`src/rtl/sensor_debouncer.sv`:
```
// sensor_debouncer: synchronises the seven raw field switches, debounces each
// against a slow sample tick and presents clean levels with one-cycle edge
// pulses. Every output is registered; nothing downstream sees raw_inputs.
//
// Bit mapping for raw_inputs / clean / rose / fell:
//   [0] low_water_level  [1] mid_water_level  [2] high_water_level
//   [3] earth_humidity   [4] air_humidity     [5] low_temperature
//   [6] selector
module sensor_debouncer #(
    parameter int unsigned TICK_DIVISOR   = 1000,
    parameter int unsigned DEBOUNCE_TICKS = 4
) (
    input  logic       clock,
    input  logic       reset,
    input  logic [6:0] raw_inputs,
    output logic [6:0] clean,
    output logic [6:0] rose,
    output logic [6:0] fell,
    output logic       any_change,
    output logic       settled
);

    localparam int unsigned PW = (TICK_DIVISOR > 1) ? $clog2(TICK_DIVISOR) : 1;
    localparam int unsigned CW = (DEBOUNCE_TICKS > 0) ? $clog2(DEBOUNCE_TICKS + 1) : 1;
    localparam logic [PW-1:0] PRE_LAST = PW'(TICK_DIVISOR - 1);
    localparam logic [CW-1:0] CNT_LAST = CW'(DEBOUNCE_TICKS - 1);

    logic [6:0]          meta;
    logic [6:0]          sync;
    logic [PW-1:0]       prescale;
    logic                tick;
    logic [6:0][CW-1:0]  count;
    logic [6:0][CW-1:0]  count_next;
    logic [6:0]          clean_next;
    logic                all_zero_next;

    // Two-flop synchroniser per channel.
    always_ff @(posedge clock) begin
        if (reset) begin
            meta <= '0;
            sync <= '0;
        end else begin
            meta <= raw_inputs;
            sync <= meta;
        end
    end

    // Prescaler counting 0..TICK_DIVISOR-1; stays at 0 when the divisor is 1.
    always_ff @(posedge clock) begin
        if (reset || prescale == PRE_LAST) begin
            prescale <= '0;
        end else begin
            prescale <= prescale + PW'(1);
        end
    end

    assign tick = (prescale == PRE_LAST);

    // Per-channel debounce: count consecutive mismatching ticks, accept on the last one.
    always_comb begin
        clean_next    = clean;
        count_next    = count;
        all_zero_next = 1'b1;
        for (int unsigned i = 0; i < 7; i++) begin
            if (tick) begin
                if (sync[i] == clean[i]) begin
                    count_next[i] = '0;
                end else if (count[i] == CNT_LAST) begin
                    clean_next[i] = sync[i];
                    count_next[i] = '0;
                end else begin
                    count_next[i] = count[i] + CW'(1);
                end
            end
            if (count_next[i] != '0) begin
                all_zero_next = 1'b0;
            end
        end
    end

    // Output and counter registers; pulses are formed from the same next-state
    // as clean so a pulse coincides with the first cycle of the new level.
    always_ff @(posedge clock) begin
        if (reset) begin
            count      <= '0;
            clean      <= '0;
            rose       <= '0;
            fell       <= '0;
            any_change <= 1'b0;
            settled    <= 1'b1;
        end else begin
            count      <= count_next;
            clean      <= clean_next;
            rose       <= clean_next & ~clean;
            fell       <= ~clean_next & clean;
            any_change <= |(clean_next ^ clean);
            settled    <= all_zero_next;
        end
    end

endmodule
```
`config.mk`:
```
export PLATFORM = sky130hd
export DESIGN_NAME = sensor_debouncer
export DESIGN_NICKNAME = d
export VERILOG_FILES = /design/src/rtl/sensor_debouncer.sv
export SDC_FILE = /design/constraint.sdc
export NUM_CORES = 1
export LEC_CHECK = 0
export ABC_CLOCK_PERIOD_IN_PS = 3190
export CORE_MARGIN = 2
export CORE_UTILIZATION = 55
export DETAILED_ROUTE_END_ITERATION = 10
export PLACE_DENSITY_LB_ADDON = 0.1
export SYNTH_ARGS = -nofsm -noshare
export SYNTH_HDL_FRONTEND = slang
export SYNTH_SLANG_ARGS = --single-unit
```
`constraint.sdc`:
```
create_clock -name clock -period 3.19 [get_ports clock]
set_input_delay 0.319 -clock clock [delete_from_list [all_inputs] [get_ports clock]]
set_output_delay 0.319 -clock clock [all_outputs]
set_load 0.02 [all_outputs]
```
==> results.md, run 1 <==
- Outcome: finished, final reports clean
- Switching Share: a little over a fifth
- Pwr per Cell Area: 483 nW/um^2
- Largest fanout on the critical path: 13
- HP Start: meta[4]
- Die Span Y: 77.4 um
- Setup TNS: 0 ps
- Warnings, synthesis: 0
- Met2 wire len: around 2.7 mm
- Final #Nets: around 380
- Initial core utilization: between 50% and 60%
- Largest net degree at the start of global routing: 47
- Max Freq: 408 MHz
- Vias/cell: around 5
- Initial antenna violation count: 0
- All-Layer GR Usage: between 20% and 30%
- Worst-Margin Slew: around 840 ps
- # IOs: 32
- Clock share of power: between 40% and 50%
- Post-DP HPWL: 3.96 mm
- Total clock buffers created by CTS: 9
- Post-synthesis mux area share: 2.74%
- Sequential share of power: around half
- Longest Clk Path Bufs: 2
- Post-Route M1 WL: 2.70 mm
- Clock sinks: 68
- Top cell type's share of synthesized area: between 40% and 50%
- Area contributors post-synth: dfxtp_1 (46%), ha_1 (9.3%), nor2b_1 (7.8%)
- Skew final: between 8 and 9 ps
- Startpoint types: register
- Cell row count: 26
- Final Hold Fails: 0
- Mean post-synth cell area: around 9.5 um^2
- Area grow syn2layout: 20.7%
- CTS H-tree depth: 3
- Fin area: 3570 um^2
- Cell taking the most area after synthesis: dfxtp_1
- Largest family of logic cells by synthesized area: simple AND/OR/NAND/NOR gates
- Slew margin rel.: 44.2%
- Final ANT Viol Nets: 0
- CP Data Required Time: roughly 3400 ps
- DR WL met3: approximately 240 um
- DRC errors left: 0
- Synth Area in Adders: 9.29%
- Net switching power: approximately 360 uW
- Final std cells w/o fill: between 400 and 500
- Core box area: roughly 5100 um^2
- WL/cell: approximately 13 um
- Reg2reg setup slack: 740 ps
- Syn Nets: 343
- Vias in the first global route: 2,018
- Die extent in x: about 77 um
- Final setup violation count: 0
- Post-synth EDFFs: 0
- Clock transition at path regs: 80 ps
- Placer Congestion: about 0.80
- Post-CTS setup buffers: 0
- Synth Area in Simple Gates: between 20% and 30%
- Total inserted antenna cells: 0
- Worst setup path class: register to register
- Mapped Area: between 2000 and 3000 um^2
- Die area: between 5000 and 6000 um^2
- Pint: approximately 1400 uW
- Core Util, Final: between 60% and 70%
- Clk root buf: clkbuf_8
- Post-synthesis xor/xnor area fraction: between 5 and 6%
- Post-synthesis cell type count: 53
- Synth async-reset ratio: 0%
- Max-slew violations: 0
- Unrepaired setup endpoints after global routing: no
- WP data arrival: ~2600 ps
- Crit path time final: about 2500 ps
- Vias after detailed routing: around 2,200
- Synthesized flop and latch total: 68
- Number of DRC markers in iteration 0: roughly 110
- Inst Count DP: approximately 400
- DRT Pass-1 Iters: 4
- Resized cells post-CTS: 0
- CTS tree: built
- Uppermost layer routed: met4
- Final WL: ~5.7 mm
- Synth Flop Type: dfxtp_1
- Peak VDD IR: 0.374 mV
- CP endpoint kind: register
- Worst skew pair latency: between 300 and 400 ps
- Register area share after synthesis: 45.9%
- Hold Crit Class: register to register
- Remaining Overflow, GRT: 0
- MaxCap Viol Count: 0
- Beginning of the worst register-to-register path: prescale[0]
- Cells on Worst Hold Path: 1
- Area post-placement: around 3300 um^2
- Hold_buf cts: 0
- Hold Path Sink: sync[4]
- P_leak: ~0.0015 uW
- R2R cell count: 9
- First-pass GRT wire length: between 9 and 10 mm
- Total power: between 1500 and 2000 uW
- Layout cells sized above 1: 9.07%
- Combinational power share: under 10%
- Compound-gate portion of the synthesized area: 7.90%
- Critical R2R Capture: any_change
- Post-Syn Instances: ~310
- IO buf count: 31
- Final Cycle Share: 76.8%
[power by group through the flow]
stage | clock (uW) | sequential (uW) | combinational (uW)
2_1_floorplan | 0 | 885 | 31.3
3_3_place_gp | 0 | 886 | 48.3
3_5_place_dp | 0 | 887 | 48.3
4_1_cts | 829 | 867 | 49.0
5_1_grt | 873 | 868 | 54.6
6_report | 812 | 867 | 48.7
[layout make-up]
type	instances	area [um^2]
Clock buffer	11	151
Clock inverter	5	83.8
Fill cell	445	1570
Inverter	17	63.8
Multi-Input combinational cell	216	1480
Sequential cell	68	1360
Tap cell	70	87.6
Timing Repair Buffer	36	343
[critical path, cell delays in order (launching register included)]
cell and delay, ps:
dfxtp_1 380, ha_1 240, and4bb_2 290, and3_2 350
nand2_1 120, mux2i_1 300, inv_1 80, ha_1 270
and4_1 160, a41oi_1 110
[flip-flops by register name, summed over array words and instances (netlist names)]
register / flops
count: 21
prescale: 10
clean: 7
fell: 7
meta: 7
rose: 7
sync: 7
any_change: 1
settled: 1
[per-layer routing]
metal	vias to the layer above	track usage (%)
met4	0	6.43
met5	-	0
met3	10	7.21
met1	975	26.3
met2	40	33.6
li1	1130	-
[cell families (layout without fill, tap and decap cells)]
| kind of cell | count (synthesis) | count (layout) |
|---|---|---|
| AOI/OAI and AO/OA | 35 | 35 |
| xor gates and xnor gates | 17 | 17 |
| adders and majority gates | 22 | 22 |
| buffers and inverters | 28 | 69 |
| DFF | 68 | 68 |
| muxes | 8 | 8 |
| and+or+nand+nor | 134 | 134 |
[how the worst max path moves through the flow]
stage	start	cells past startpoint	endpoint
finish	prescale[0]	9	any_change
CTS	prescale[0]	9	any_change
global route	prescale[0]	9	any_change
global placement	prescale[0]	9	any_change
detailed placement	prescale[0]	9	any_change
floorplan	prescale[0]	10	any_change
[per-stage QoR]
step           hold WS [ps]  worst slack, ps
2_1_floorplan           414              951
3_3_place_gp            420              867
3_5_place_dp            423              747
4_1_cts                 445              715
5_1_grt                 454              516
6_report                441              740
[synth_stat cells (2+ instances only)]
master	number
nor2b_1	37
nor3b_1	4
dfxtp_1	68
nand2b_1	3
and3b_1	2
xnor2_1	11
and4_1	2
nor4_1	3
nor2_1	23
a21oi_1	13
or3_1	4
nand2_1	21
and3_1	4
o21ai_0	4
ha_1	22
clkbuf_1	8
nand3_1	8
a211oi_1	2
inv_1	16
nor3_1	12
or2_2	2
mux2i_1	7
xor2_1	6
[layout by cell type, fill, tap and decap left out, types with 2 or more instances in the layout]
cell type,n
dfxtp_1,68
nor2b_1,37
clkdlybuf4s50_1,30
nor2_1,23
ha_1,22
nand2_1,21
inv_1,16
a21oi_1,13
nor3_1,12
xnor2_1,11
clkbuf_8,11
nand3_1,8
mux2i_1,7
xor2_1,6
buf_4,5
and3_1,4
or3_1,4
nor3b_1,4
o21ai_0,4
nand2b_1,3
nor4_1,3
and4_1,2
a211oi_1,2
and3b_1,2
or2_2,2
bufinv_16,2
clkinvlp_4,2
No activity file was read; power rests on OpenSTA's default activity.
==> run 2, diff against run 1 <==
Settings changed: ABC_CLOCK_PERIOD_IN_PS 3190 to 2000, CORE_UTILIZATION 55 to 50.
Clock period 3.19 ns to 2 ns, I/O delays scaled along.
==> run 2 against run 1 <==
The run now ends with setup timing left. Maximum frequency grew 20%. Final cell count grew 7.6%. First-iteration DRC count shrank 10%. Sequential share of layout area shrank 2.8 points. Critical path depth is the same. Clock skew grew 1.5 ps. Power grew 65%. Global-route usage grew 0.48 points. Worst hold slack lost 160 ps. Utilization shrank 3.1 points. Cell area grew 8.1%. Setup slack lost 780 ps. Largest power group unchanged.
==> results.md, run 2 (synthesis results as in run 1) <==
- P_leak: 0.00165 uW (+8.4%)
- Startpoint types: register
- Worst skew pair latency: 350 ps (about the same)
- Initial core utilization: 50.9% (-6.7 points)
- Net switching power: 599 uW (+66%)
- Max Freq: 489 MHz (+20%)
- Clk root buf: clkbuf_8
- DRC errors left: 0 (unchanged)
- Clock share of power: 48.1% (+1.1 points)
- Commonest non-fill, non-tap cell in the layout: dfxtp_1
- Peak VDD IR: 0.477 mV (+27%)
- Pint: 2250 uW (+65%)
- Hold_buf cts: 0 (unchanged)
- Hold Crit Class: input port to register
- Max-slew violations: 0 (unchanged)
- CP Data Required Time: 2230 ps (-1150 ps)
- Sequential share of power: 48.5% (-1.7 points)
- Final ANT Viol Nets: 0 (unchanged)
- Total clock buffers created by CTS: 9 (unchanged)
- Die area: 6560 um^2 (+9.5%)
- Clock sinks: 68 (unchanged)
- Failing checks: setup timing
- Regs by FF count: count: 21 flops, prescale: 10 flops
- Final setup margin: -43.8 ps (-784 ps)
- Die extent in x: 81.0 um (+4.6%)
- Number of DRC markers in iteration 0: 95 (-10%)
- Final Hold Fails: 0 (unchanged)
- Cell row count: 28 (+7.7%)
- Pwr per Cell Area: 738 nW/um^2 (+53%)
- Post-DP HPWL: 4.57 mm (+15%)
- Vias after detailed routing: 2,308 (+7.1%)
- Remaining Overflow, GRT: 0 (unchanged)
- Final WL: 6.31 mm (+11%)
- Core box area: 5820 um^2 (+13%)
- First-pass GRT wire length: 10.4 mm (+7.3%)
- IO buf count: 31 (unchanged)
- Placer Congestion: 0.902 (+13%)
- Min Hold Slack: 283 ps (-158 ps)
- Worst-Margin Slew: 466 ps (-372 ps)
- Skew final: 10.2 ps (+1.54 ps)
- Largest net degree at the start of global routing: 34 (-28%)
- DRT Pass-1 Iters: 4 (unchanged)
- Final Cycle Share: 102% (+25 points)
- Outcome: finished, violations left
- CP endpoint kind: register
- Worst setup path class: register to register
- Total inserted antenna cells: 0 (unchanged)
- Final setup violation count: 1 (+1)
- WP data arrival: 2270 ps (-370 ps)
- All-Layer GR Usage: 21.3% (+0.48 points)
- Vias/cell: 5.07 (-0.43%)
- Switching Share: 21.0% (+0.079 points)
- MaxCap Viol Count: 0 (unchanged)
- Combinational power share: 3.4% (+0.6 points)
- Unrepaired setup endpoints after global routing: yes
- Final #Nets: 406 (+7.1%)
- Vias in the first global route: 2,183 (+8.2%)
- Area grow syn2layout: 30.4%
- Total power: 2850 uW (+65%)
- Clock transition at path regs: 70 ps (about the same)
- Slew margin rel.: 68.9% (+25 points)
- CTS tree: built
- Crit path time final: 2040 ps (-406 ps)
- CTS H-tree depth: 3 (unchanged)
- # IOs: 32 (unchanged)
- Initial antenna violation count: 0 (unchanged)
- Max FFs per register: 21 (unchanged)
- Longest Clk Path Bufs: 2 (unchanged)
- Most frequent cells in the layout: dfxtp_1 (66), nor2b_1 (37), buf_4 (31)
- Die Span Y: 81.0 um (+4.6%)
- WL/cell: 13.9 um (+2.8%)
- Largest fanout on the critical path: 7 (-6)
- Biggest register: count
- Layout cells sized above 1: 18.4% (+9.4 points)
## run 2: stage by stage
stage	std cells	TNS (ps)	area [um^2]	setup WS [ps]	utilization, %
floorplan	312	-16.8	3000	-16.8	-
global placement	433	0	3550	46.3	61.0
detailed placement	433	-73.8	3550	-73.8	61.0
CTS	454	-18.2	3840	-18.2	66.0
global route	455	-221	3860	-122	66.5
finish	455	-43.8	3860	-43.8	66.5
## run 2: path summary, 6_finish.rpt
kind / from / to / slack, ps / cells past startpoint
worst min-delay path: reset / count[0] / 280 / 2
worst max-delay path: prescale[1] / any_change / -40 / 9
worst min register to register: meta[3] / sync[3] / 440 / 1
worst max register to register: prescale[1] / any_change / -40 / 9
## run 2: worst max-delay path: stages (launching register included)
cell,delay [ps]
dfxtp_2,360
ha_4,140
and4bb_2,280
and3_4,250
nand2_2,70
mux2i_2,200
inv_1,100
ha_4,270
and4_1,170
a41oi_1,90
## run 2: area by class of cell
class                           count  area (um^2)
Timing Repair Buffer               63          558
Tap cell                           75         93.8
Multi-Input combinational cell    216         1550
Inverter                           17         63.8
Clock inverter                      6          111
Clock buffer                       10          128
Sequential cell                    68         1360
Fill cell                         500         1950
## run 2: power by group through the flow
stage	logic (uW)	registers [uW]	clock network, uW
6_report	95.5	1380	1370
5_1_grt	105	1380	1450
4_1_cts	96.2	1380	1400
3_5_place_dp	92.6	1420	0
3_3_place_gp	90.3	1410	0
2_1_floorplan	51.1	1410	0
## run 2: timing repair
| action | CTS | global route |
|---|---|---|
| endpoints found under the hold margin | 0 | 0 |
| endpoints found under the setup margin | 1 | 3 |
| gates resized for setup | 3 | 3 |
| buffers inserted | 5 | 1 |
| pin swaps | 2 | 1 |
## run 2: per-layer routing
metal / part of all wire (%) / GRT usage [%] / up-vias
li1: - / - / 1186
met1: 47 / 27.1 / 1045
met2: 45 / 32.4 / 60
met3: 4.2 / 5.56 / 17
met4: 3.5 / 12.7 / 0
met5: 0 / 0 / -
==> run 3, diff against run 2 <==
Settings changed: CTS_CLUSTER_DIAMETER set to 120.
==> results of run 3 <==
Final layout, timing and power as in run 2 (identical DEF).
